===== src/rtl/clk_div_pkg.sv =====
// Shared types and defaults for the divided-clock monitor.
// Holds the FSM state encoding and the default stall timeout.
package clk_div_pkg;

    typedef enum logic [1:0] {
        ACQUIRE = 2'd0,
        LOCKED  = 2'd1,
        STALLED = 2'd2
    } state_t;

    localparam int DEF_TIMEOUT = 500000;

endpackage


===== src/rtl/bit_sync.sv =====
// Two-flop synchronizer bringing an asynchronous single-bit signal into the clk domain.
module bit_sync (
    input  logic clk,
    input  logic rst,
    input  logic d,
    output logic q
);

    logic sync_p0;

    always_ff @(posedge clk) begin
        if (!rst) begin
            sync_p0 <= 1'b0;
            q       <= 1'b0;
        end else begin
            sync_p0 <= d;
            q       <= sync_p0;
        end
    end

endmodule


===== src/rtl/divclk_monitor.sv =====
// Watches a divided clock sampled as data: edge pulses, period measurement,
// edge counting and a lock/stall state machine.
module divclk_monitor
    import clk_div_pkg::*;
#(
    parameter int TIMEOUT = DEF_TIMEOUT,
    parameter int PW      = $clog2(TIMEOUT + 1)
) (
    input  logic          clk,
    input  logic          rst,
    input  logic          clk_in,
    input  logic          en,
    output logic          tick,
    output logic          fall_tick,
    output logic [PW-1:0] period,
    output logic [15:0]   edge_cnt,
    output logic          locked,
    output logic          stall
);

    localparam logic [PW-1:0] TIMEOUT_V = PW'(TIMEOUT);
    localparam logic [PW-1:0] ONE_V     = PW'(1);

    logic          sync_p1;
    logic          hist_p2;
    logic          rise;
    logic          fall;
    logic          timeout;
    logic [PW-1:0] gap_cnt;
    state_t        state;

    bit_sync u_sync (
        .clk (clk),
        .rst (rst),
        .d   (clk_in),
        .q   (sync_p1)
    );

    // Edge detection: synchronizer output against one cycle of history
    assign rise    = sync_p1 & ~hist_p2;
    assign fall    = ~sync_p1 & hist_p2;
    // An edge in the same cycle as the timeout always wins
    assign timeout = en && (gap_cnt == TIMEOUT_V) && !rise;

    always_ff @(posedge clk) begin
        if (!rst) begin
            hist_p2   <= 1'b0;
            tick      <= 1'b0;
            fall_tick <= 1'b0;
            period    <= '0;
            edge_cnt  <= '0;
            gap_cnt   <= ONE_V;
            state     <= ACQUIRE;
            locked    <= 1'b0;
            stall     <= 1'b0;
        end else begin
            hist_p2   <= sync_p1;
            tick      <= rise;
            fall_tick <= fall;

            if (rise) begin
                gap_cnt <= ONE_V;
            end else if (en && (gap_cnt != TIMEOUT_V)) begin
                gap_cnt <= gap_cnt + ONE_V;
            end

            if (rise && en) begin
                edge_cnt <= edge_cnt + 16'd1;
            end

            // locked/stall are written with the state so they never lag it
            case (state)
                ACQUIRE: begin
                    if (rise) begin
                        state  <= LOCKED;
                        locked <= 1'b1;
                        stall  <= 1'b0;
                    end else if (timeout) begin
                        state  <= STALLED;
                        locked <= 1'b0;
                        stall  <= 1'b1;
                    end
                end
                LOCKED: begin
                    if (rise) begin
                        period <= gap_cnt;
                    end else if (timeout) begin
                        state  <= STALLED;
                        period <= TIMEOUT_V;
                        locked <= 1'b0;
                        stall  <= 1'b1;
                    end
                end
                STALLED: begin
                    if (rise) begin
                        state  <= ACQUIRE;
                        locked <= 1'b0;
                        stall  <= 1'b0;
                    end
                end
                default: begin
                    state  <= ACQUIRE;
                    locked <= 1'b0;
                    stall  <= 1'b0;
                end
            endcase
        end
    end

endmodule


===== config.mk =====
export PLATFORM = sky130hd
export DESIGN_NAME = divclk_monitor
export DESIGN_NICKNAME = d
export VERILOG_FILES = /design/src/rtl/clk_div_pkg.sv /design/src/rtl/bit_sync.sv /design/src/rtl/divclk_monitor.sv
export SDC_FILE = /design/constraint.sdc
export NUM_CORES = 1
export LEC_CHECK = 0
export ABC_AREA = 1
export CORE_ASPECT_RATIO = 1.1
export CORE_UTILIZATION = 54
export CTS_CLUSTER_DIAMETER = 40
export DETAILED_ROUTE_END_ITERATION = 6
export GPL_ROUTABILITY_DRIVEN = 0
export PLACE_DENSITY_LB_ADDON = 0.3
export SKIP_LAST_GASP = 1
export SLEW_MARGIN = 10
export SYNTH_ARGS = -nofsm -noshare
export SYNTH_HDL_FRONTEND = slang
export SYNTH_SLANG_ARGS = --single-unit

===== constraint.sdc =====
create_clock -name clk -period 2.1 [get_ports clk]
set_clock_uncertainty 0.2 [all_clocks]
set_input_delay 0.42 -clock clk [delete_from_list [all_inputs] [get_ports clk]]
set_output_delay 0.42 -clock clk [all_outputs]
set_load 0.01 [all_outputs]

==> key figures, run 1 <==
Hold path
  • Hold depth: 2
  • Hold Path Class: register to register
  • Hold Path Origin: u_sync.sync_p0$_SDFF_PN0_

Placement
  • Port bufs: 42
  • Placed Instance Area: approximately 3500 µm²
  • DP Wirelength: 4.88 mm

Critical path
  • Buf+Inv Stages, Crit Path: 1
  • Slowest cell delay on critical path: 570 ps
  • CP cell instances: clkdlybuf4s50_1
  • Crit-path max FO: 6
  • Setup Crit Path Kind: register to primary output
  • Crit path capture: edge_cnt[13]
  • Slowest stage cell, crit path: clkdlybuf4s50_1
  • End of the worst register-to-register path: period[12]$_SDFFE_PN0P_
  • Setup crit start kind: register
  • Required time worst endpoint: 1480 ps
  • Crit path DAT: 1340 ps
  • Critical path's top delay family: buffers and inverters
  • Critical Path End Type: primary output
  • CP startpoint: edge_cnt[13]$_SDFFE_PN0P_
  • Critical Path Stages: 1
  • Worst reg2reg startpoint: gap_cnt[0]$_SDFFE_PP1P_
  • Worst R2R Setup Slack: ~230 ps
  • R2R depth: 10

Logic synthesis
  • Async SR Flop Fraction: 0
  • Main synth FF type: dfxtp_1
  • Mapped Nets: 442
  • Post-synthesis register bit count: 63
  • Syn_area_per_cell: 6.96 µm²
  • Sequential share of the synthesized area: 0.416
  • Netlist Area Pre-Place: 3030 µm²
  • Gate Count Post-Synth: 435
  • Number of flops mapped to enable cells by yosys: 0
  • Netlist cell types: 33
  • Yosys warning count: 0

Global routing
  • Met1 usage: 0.279
  • Busiest grt layer: met2
  • Initial antenna violation count: 0
  • First-pass GRT wire length: 10.9 mm
  • Vias in the first global route: between 2000 and 3000
  • Met3 usage: 0.0414
  • Largest net degree at the start of global routing: 24
  • Overflow after GRT: 0
  • Met2 usage in global routing: 0.428
  • Gr usage total: 0.241

Finish
  • Area of the multi-input gates: ~1500 µm²
  • Final net count: roughly 500
  • Antenna cells: 0
  • Syn-to-layout area delta: 22.9%
  • FF/Latch Area: 1260 µm²
  • Share of post-route cells with drive strength above 1: 0.0698
  • Fill cell count: roughly 480
  • Post-route cell area: ~3700 µm²
  • Layout Utilization: 0.690

STA
  • Period utilization: 0.935
  • Least-Margin Pin Slew: 505 ps
  • Fin Hold WS: 228 ps
  • Final hold vios: 0
  • Max Fclk: 0.509 GHz
  • Final period demand of the worst path: 1960 ps
  • Relative slew margins: 0.663
  • Setup violations, final: 0
  • Final Slew Violations: 0
  • RSZ-0062 raised after global routing: no
  • Final setup TNS: 0 ps

Drt
  • Drt total wl: 6.69 mm
  • Routed len/inst: ~12 µm
  • Initial drt markers: 141
  • Via/cell ratio: 5.18
  • Initial DRT Pass Iterations: 5
  • Number of routed nets with antenna violations: 0
  • Vias: 2910
  • DRC violations left: 0

Floorplan
  • Die X: 73.4 µm
  • Rows: 28
  • Die Area: approximately 5900 µm²
  • Core area: about 5400 µm²
  • Die Span Y: 80.6 µm
  • Initial Util: 0.561
  • I/O pins: 43

Pwr
  • Lkg Pwr: roughly 1.5 nW
  • PD cells: roughly 640 nW/µm²
  • Peak supply drop: 0.732 mV

Clock network
  • Total CTS buffers: 9
  • Worst-path clk slew: ~70 ps
  • CTS Hold Bufs: 0
  • Clk sink count: 63
  • CTS max path bufs: 2
  • CTS Root Cell: clkbuf_8
  • Worst-skew pair later-pin latency: roughly 340 ps
  • # H-tree levels: 3
  • CTS tree: built

Status
  • Outcome: finished clean

Run
  • Max Cap Viol: 0
[tightest hold or removal path, delay by kind of cell, from the launching register on]
kind,cells,cell delay (ps)
AND/OR/NAND/NOR,1,50
flip-flops,1,300
buffers and inverters,1,30
[cells in the final DEF, fill, tap and decap left out, drive strengths merged, types with 8 or more instances in the layout]
| master | count |
|---|---|
| a21oi | 45 |
| clkbuf | 10 |
| clkdlybuf4s50 | 42 |
| dfxtp | 63 |
| inv | 48 |
| nand2 | 122 |
| nand3 | 27 |
| nand4 | 8 |
| nor2 | 47 |
| nor3 | 10 |
| o21ai | 20 |
| xor2 | 8 |
[registers in the layout (all words and copies together) (netlist names)]
name and count:
locked 1, tick 1, edge_cnt 16, state 2, fall_tick 1, period 19, gap_cnt 19, u_sync.sync_p0 1
stall 1, hist_p2 1, u_sync.q 1
[layout make-up]
cell class              count  area share
multi-input cells         311       0.406
repair buffers             49       0.128
well taps                  75      0.0252
flip-flops and latches     63       0.339
clock buffers              10      0.0370
inverters                  48      0.0484
clock inverters             6      0.0161
[per-layer routing]
metal	vias up	share of wire
li1	1500	-
met1	1340	0.44
met2	60	0.51
met3	10	0.039
met4	0	0.013
met5	-	0
[timing repair]
item | in CTS | in global routing
resized for setup | 0 | 1
endpoints found under the setup margin | 0 | 9
setup buffers | 0 | 0
[cell usage after synthesis (2+ instances only)]
cell type,count,area share
o21bai_1,7,0.017
nor3_1,7,0.012
and2_1,3,0.0062
nand4_1,7,0.014
xnor2_1,2,0.0058
nand3b_1,2,0.0050
o21ai_1,2,0.0033
buf_2,3,0.0050
nor3_2,3,0.0099
o21ai_0,18,0.030
dfxtp_1,63,0.42
nand3_1,27,0.045
a21oi_1,45,0.074
inv_1,47,0.058
ha_1,3,0.012
nor2_1,43,0.053
nor3b_1,2,0.0050
nand2_1,120,0.15
buf_6,3,0.011
xor2_1,8,0.023
nor2_4,3,0.011
clkbuf_1,6,0.0074
[report_power, final]
group          internal (mW)  switching (mW)  leakage (nW)
clock                  0.573           0.473        0.0981
combinational         0.0397          0.0694         0.850
sequential              1.21          0.0102         0.509
[cell families (layout without fill, tap and decap cells)]
| logic type | after synthesis | after routing | share of synthesized area |
|---|---|---|---|
| buffers and inverters | 61 | 113 | 0.0843 |
| XOR/XNOR | 10 | 10 | 0.0289 |
| adder cells (fa/ha/maj) | 3 | 3 | 0.0124 |
| flip-flops | 63 | 63 | 0.416 |
| AND/OR/NAND/NOR | 223 | 223 | 0.326 |
| AO/OA/AOI/OAI | 75 | 75 | 0.132 |
[through the flow]
step	total power, mW	std cells	setup slack (ps)
after floorplan	1.31	435	425
after global placement	1.35	546	116
after detailed placement	1.35	546	40.5
after CTS	2.39	562	121
after global routing	2.46	562	14.1
final	2.37	562	136
[worst min-delay path by stage]
| stage | to | slack [ps] |
|---|---|---|
| CTS | u_sync.q$_SDFF_PN0_ | 230 |
| floorplan | u_sync.q$_SDFF_PN0_ | 190 |
| detailed placement | u_sync.q$_SDFF_PN0_ | 220 |
| global placement | u_sync.q$_SDFF_PN0_ | 200 |
| finish | u_sync.q$_SDFF_PN0_ | 230 |
| global route | u_sync.q$_SDFF_PN0_ | 250 |
No activity file was read; power rests on OpenSTA's default activity.
==> run 2, diff against run 1 <==
==> constraint.sdc (replaced) <==
create_clock -name clk -period 2.1 [get_ports clk]
set_clock_uncertainty 0.2 [all_clocks]
set_input_delay 0.42 -clock clk [delete_from_list [all_inputs] [get_ports clk]]
set_output_delay 0.42 -clock clk [all_outputs]
set_load 0.005 [all_outputs]
==> results of run 2 <==
Same layout as run 1 (identical final DEF). Status: finished clean.
Among the figures that moved: setup slack after layout 136 ps -> 171 ps
